[src/rtl/usb_burst_demux.sv]
// Receive-side burst demultiplexer: reads the interleaved USB FIFO stream and
// steers alternating BURST_LEN-word bursts to channel 1 and channel 2.
module usb_burst_demux #(
    parameter int DATA_W    = 16,
    parameter int BURST_LEN = 1023,
    parameter int CNT_W     = 10
) (
    input  logic              clk,
    input  logic              reset,
    input  logic              rst_all_fifo,
    input  logic [DATA_W-1:0] usb_fifo_dout,
    input  logic              usb_fifo_empty,
    output logic              usb_fifo_rdreq,
    input  logic              chn1_full,
    input  logic              chn2_full,
    output logic [DATA_W-1:0] chn1_Datain,
    output logic              chn1_Datain_en,
    output logic [DATA_W-1:0] chn2_Datain,
    output logic              chn2_Datain_en,
    output logic              cur_chn,
    output logic              burst_done,
    output logic [15:0]       burst_cnt
);

    typedef enum logic [1:0] {
        S_IDLE,
        S_READ,
        S_DRAIN,
        S_SWITCH
    } state_t;

    localparam logic [CNT_W-1:0] LAST_CNT = CNT_W'(BURST_LEN);

    state_t            state_q, state_d;
    logic [CNT_W-1:0]  word_cnt_q, word_cnt_d;
    logic              drain_cnt_q, drain_cnt_d;
    logic              cur_chn_q, cur_chn_d;
    logic [15:0]       burst_cnt_q, burst_cnt_d;
    logic              rd_vld_q, rd_vld_d;
    logic              rd_chn_q, rd_chn_d;
    logic [DATA_W-1:0] chn1_data_q, chn1_data_d;
    logic              chn1_en_q, chn1_en_d;
    logic [DATA_W-1:0] chn2_data_q, chn2_data_d;
    logic              chn2_en_q, chn2_en_d;
    logic              full_sel;

    // NOTE: sequential state uses non-blocking assignments only, so every flop
    // samples the pre-edge value of its _d regardless of process order.
    always_ff @(posedge clk or posedge reset) begin
        if (reset) begin
            state_q <= S_IDLE;
        end else begin
            state_q <= state_d;
        end
    end

    always_comb begin
        // NOTE: default first, so no path through the block leaves state_d
        // unassigned and no latch is inferred.
        state_d = state_q;
        case (state_q)
            S_IDLE:   state_d = S_READ;
            S_READ:   if (word_cnt_d == LAST_CNT) state_d = S_DRAIN;
            S_DRAIN:  if (drain_cnt_q) state_d = S_SWITCH;
            S_SWITCH: state_d = S_READ;
            default:  state_d = S_IDLE;
        endcase
        if (rst_all_fifo) begin
            state_d = S_IDLE;
        end
    end

    always_comb begin
        full_sel       = cur_chn_q ? chn2_full : chn1_full;
        usb_fifo_rdreq = (state_q == S_READ) && !usb_fifo_empty && !full_sel
                         && (word_cnt_q < LAST_CNT);
        burst_done     = (state_q == S_SWITCH);
    end

    // Channel select travels with the read so in-flight words keep their target.
    always_comb begin
        word_cnt_d = word_cnt_q;
        if ((state_q == S_IDLE) || (state_q == S_SWITCH)) begin
            word_cnt_d = '0;
        end else if (usb_fifo_rdreq) begin
            word_cnt_d = word_cnt_q + CNT_W'(1);
        end
        drain_cnt_d = (state_q == S_DRAIN) ? !drain_cnt_q : 1'b0;
        cur_chn_d   = cur_chn_q ^ (state_q == S_SWITCH);
        burst_cnt_d = (state_q == S_SWITCH) ? burst_cnt_q + 16'd1 : burst_cnt_q;
        rd_vld_d    = usb_fifo_rdreq;
        rd_chn_d    = cur_chn_q;
        chn1_en_d   = rd_vld_q && !rd_chn_q;
        chn2_en_d   = rd_vld_q && rd_chn_q;
        chn1_data_d = chn1_en_d ? usb_fifo_dout : chn1_data_q;
        chn2_data_d = chn2_en_d ? usb_fifo_dout : chn2_data_q;
        if (rst_all_fifo) begin
            word_cnt_d  = '0;
            drain_cnt_d = 1'b0;
            cur_chn_d   = 1'b0;
            burst_cnt_d = '0;
            rd_vld_d    = 1'b0;
            rd_chn_d    = 1'b0;
            chn1_en_d   = 1'b0;
            chn2_en_d   = 1'b0;
            chn1_data_d = '0;
            chn2_data_d = '0;
        end
    end

    always_ff @(posedge clk or posedge reset) begin
        if (reset) begin
            word_cnt_q  <= '0;
            drain_cnt_q <= 1'b0;
            cur_chn_q   <= 1'b0;
            burst_cnt_q <= '0;
            rd_vld_q    <= 1'b0;
            rd_chn_q    <= 1'b0;
            chn1_en_q   <= 1'b0;
            chn2_en_q   <= 1'b0;
            chn1_data_q <= '0;
            chn2_data_q <= '0;
        end else begin
            word_cnt_q  <= word_cnt_d;
            drain_cnt_q <= drain_cnt_d;
            cur_chn_q   <= cur_chn_d;
            burst_cnt_q <= burst_cnt_d;
            rd_vld_q    <= rd_vld_d;
            rd_chn_q    <= rd_chn_d;
            chn1_en_q   <= chn1_en_d;
            chn2_en_q   <= chn2_en_d;
            chn1_data_q <= chn1_data_d;
            chn2_data_q <= chn2_data_d;
        end
    end

    assign chn1_Datain    = chn1_data_q;
    assign chn1_Datain_en = chn1_en_q;
    assign chn2_Datain    = chn2_data_q;
    assign chn2_Datain_en = chn2_en_q;
    assign cur_chn        = cur_chn_q;
    assign burst_cnt      = burst_cnt_q;

endmodule

[config.mk]
export PLATFORM = sky130hd
export DESIGN_NAME = usb_burst_demux
export DESIGN_NICKNAME = d
export VERILOG_FILES = /design/src/rtl/usb_burst_demux.sv
export SDC_FILE = /design/constraint.sdc
export NUM_CORES = 1
export LEC_CHECK = 0
export CAP_MARGIN = 25
export CORE_ASPECT_RATIO = 1.1
export CORE_MARGIN = 3
export CORE_UTILIZATION = 50
export CTS_BUF_LIST = sky130_fd_sc_hd__clkbuf_8
export DETAILED_ROUTE_END_ITERATION = 10
export PLACE_DENSITY = 0.89
export SLEW_MARGIN = 20
export SYNTH_ARGS = -nofsm -noshare
export SYNTH_HDL_FRONTEND = slang
export SYNTH_SLANG_ARGS = --single-unit
export TNS_END_PERCENT = 100
[constraint.sdc]
create_clock -name clk -period 2.7 [get_ports clk]
set_input_delay 0.27 -clock clk [delete_from_list [all_inputs] [get_ports clk]]
set_output_delay 0.27 -clock clk [all_outputs]
set_load 0.02 [all_outputs]
==> metrics.md, run 1 <==
| Metric | Value |
|---|---|
| Max Clock Skew | 0.00687 ns |
| WL met3 | 525 um |
| Final period util | 0.933 |
| Core Rows | 28 |
| CP required | 2.43 ns |
| Clk slew on worst S/H paths | 0.07 ns |
| Post-synth ARST share | 1.00 |
| Detailed Place HPWL | 4.92 mm |
| Commonest non-fill, non-tap cell in the layout | clkdlybuf4s50_1 |
| Register area share after synthesis | 0.562 |
| TritonCTS Buffers | 9 |
| Gate Count Post-Synth | 251 |
| RSZ-0062 raised after global routing | false |
| H-Tree Depth | 3 |
| First-pass GRT wire length | 11.7 mm |
| CP Launch Type | flop |
| Status | finished, final reports clean |
| Setup_tns | 0 ns |
| Final setup vio count | 0 |
| Fin worst setup slack | 0.182 ns |
| Crit path kind | flop to output port |
| I/O Buffers | 74 |
| Vias | 2333 |
| Number of synthesized flops with an enable pin | 0 |
| Vias in the first global route | 2378 |
| Drt via density | 5.69 |
| MaxCap Viol Count | 0 |
| Top FF cell, synth | dfrtp_1 |
| Synth warnings | 0 |
| Initial DRC Count | 99 |
| Grt total ovfl | 0 |
| Commonest non-fill, non-tap cells in the layout | 74 x clkdlybuf4s50_1, 66 x dfrtp_1, 32 x a22o_1 |
| Avg Inst Size Synth | 11.7 sq um |
| Drt total wl | 6.98 mm |
| Die width | 79.1 um |
| #FFs+latches synth | 66 |
| Metal2 WL | 3.32 mm |
| Filler cell count | 403 |
| Largest net degree at the start of global routing | 37 |
| Top routing layer used | met4 |
| Peak Freq | 397 MHz |
| Worst Setup End Kind | output port |
| Cell Area, Synth | 2940 sq um |
| WP data arrival | 2.25 ns |
| Pwr per Cell Area | 588 nW/um^2 |
| Tightest Pin Transition | 0.681 ns |
| Synth cell types | 44 |
| Post-place setup slack | 0.221 ns |
| Worst Hold Slack | 0.353 ns |
| Initial antenna violation count | 0 |
| First drt pass iteration count | 4 |
| Num ports | 75 |
| Fin. Hold Viols | 0 |
| Slew Viols, Final | 0 |
| Overall power | 2.36 mW |
| Slew headroom | 0.546 |
| Hold Crit Class | primary input to async pin |
| R2R depth | 8 |
| Root buffer cell | clkbuf_8 |
| GRT Total Usage | 0.218 |
| # DRC | 0 |
| Syn-to-layout area delta | 36.7% |
| RD Place Congestion | 0.910 |
| Max clock buf depth | 2 |
| DRT met1 WL | 3.04 mm |
| Die area | 6840 sq um |
| Die height | 86.4 um |
| Clock period minus worst slack | 2.52 ns |
| Core area | 5540 sq um |
| ANT cells | 0 |
| Clock sinks | 66 |
| Share of cells above drive strength 1 | 0.110 |
| Nets@finish | 358 |
| CTS tree | built |
| Starting Density | 0.531 |
| WL/cell | 17.0 um |
| Leak pwr | 1.74 nW |
| Latest clock arrival within the worst-skew pair | 0.33 ns |
| CP max FO | 6 |
| Maximum VDD drop | 0.000386 V |
| Synth Net Count | 279 |
| Antenna Nets Post-Route | 0 |
## what timing repair did
item | 4_1_cts | 5_1_grt
resized for setup | 0 | 1
hold buffers | 0 | 0
setup buffers | 0 | 0
setup endpoints to repair | 0 | 1
## metrics by stage
step	std cells	instance area (sq um)	util
after floorplan	251	2940	-
after CTS	410	4010	0.724
after detailed placement	394	3780	0.683
after global routing	410	4020	0.726
final	410	4020	0.726
after global placement	394	3780	0.683
## state kept, by name, summed over array words and instances, names as in the netlist
register,flops
chn1_Datain_en,1
state_q,2
chn2_Datain,16
rd_vld_q,1
rd_chn_q,1
word_cnt_q,10
burst_cnt,16
chn2_Datain_en,1
drain_cnt_q,1
chn1_Datain,16
cur_chn,1
## cell usage after synthesis (all sizes together) (2+ instances only)
cell     n  area (sq um)
buf      2          8.75
mux2     2          30.0
or3      4          25.0
ha       6          75.1
nor3     4          30.0
a31oi    2          12.5
clkbuf   9          33.8
nand2   12          52.6
nor2    30           118
a22o    32           280
dfrtp   66          1650
o21ai    5          25.0
mux2i    6          72.6
and3     4          25.0
nor4     3          33.8
inv      7          26.3
a21oi    7          35.0
o211ai   2          15.0
nand3    6          35.0
nor3b    3          22.5
xor2     9          78.8
xnor2    7          61.3
nand4    8          50.1
nor2b    2          12.5
## per-layer routing
layer,vias up,global-route usage
li1,1069,-
met1,1147,0.281
met2,105,0.342
met3,12,0.0634
met4,0,0.100
met5,-,0
## layout make-up
cell class / instances / area [sq um] / area share
inverters: 7 / 26.3 / 0.00654
flip-flops and latches: 66 / 1650 / 0.411
clock inverters: 5 / 77.6 / 0.0193
well taps: 75 / 93.8 / 0.0234
multi-input cells: 167 / 1220 / 0.305
clock buffers: 11 / 151 / 0.0377
repair buffers: 79 / 791 / 0.197
## power by group
| part | total [mW] | internal (mW) | switching (mW) | leakage, nW |
|---|---|---|---|---|
| clock | 0.926 | 0.567 | 0.358 | 0.121 |
| sequential | 1.07 | 1.03 | 0.0420 | 0.918 |
| combinational | 0.368 | 0.171 | 0.197 | 0.702 |
| total | 2.36 | 1.77 | 0.597 | 1.74 |
## worst max-delay path, cell delays in order, from the launching register on
cell and delay, ns:
dfrtp_1 0.44, ha_1 0.26, nand4_1 0.23, nor3_4 0.31, nor2_1 0.13, clkdlybuf4s50_1 0.56
## cells by family after synthesis
family          after synthesis  synth area share
fa+ha+maj                     6            0.0255
compound gates               55             0.152
flops                        66             0.562
simple gates                 82             0.155
xor+xnor                     16            0.0477
mux                           8            0.0349
buf+inv                      18            0.0234
## final timing paths
path	from	endpoint	slack, ns
setup reg to reg	state_q[1]	state_q[0]	0.29
setup / recovery	word_cnt_q[0]	usb_fifo_rdreq	0.18
max in group asynchronous	reset	chn2_Datain[7]	1.72
hold / removal	reset	burst_cnt[11]	0.35
min in group clk	drain_cnt_q	drain_cnt_q	0.45
hold reg to reg	drain_cnt_q	drain_cnt_q	0.45
Note: power is estimated with default switching activity, not from simulation.
==> inputs of run 2 (changes only) <==
--- a/config.mk
+++ b/config.mk
@@ -5,7 +5,7 @@
 export SDC_FILE = /design/constraint.sdc
 export NUM_CORES = 1
 export LEC_CHECK = 0
-export CAP_MARGIN = 25
+export CAP_MARGIN = 0
 export CORE_ASPECT_RATIO = 1.1
 export CORE_MARGIN = 3
 export CORE_UTILIZATION = 50
==> results of run 2 <==
The final DEF is identical to that of run 1; final timing and power are the same.
==> inputs of run 3 (changes only) <==
--- a/config.mk
+++ b/config.mk
@@ -12,7 +12,7 @@
 export CTS_BUF_LIST = sky130_fd_sc_hd__clkbuf_8
 export DETAILED_ROUTE_END_ITERATION = 10
 export PLACE_DENSITY = 0.89
-export SLEW_MARGIN = 20
+export SLEW_MARGIN = 30
 export SYNTH_ARGS = -nofsm -noshare
 export SYNTH_HDL_FRONTEND = slang
 export SYNTH_SLANG_ARGS = --single-unit
==> results of run 3 <==
The final DEF is identical to that of run 1; final timing and power are the same.
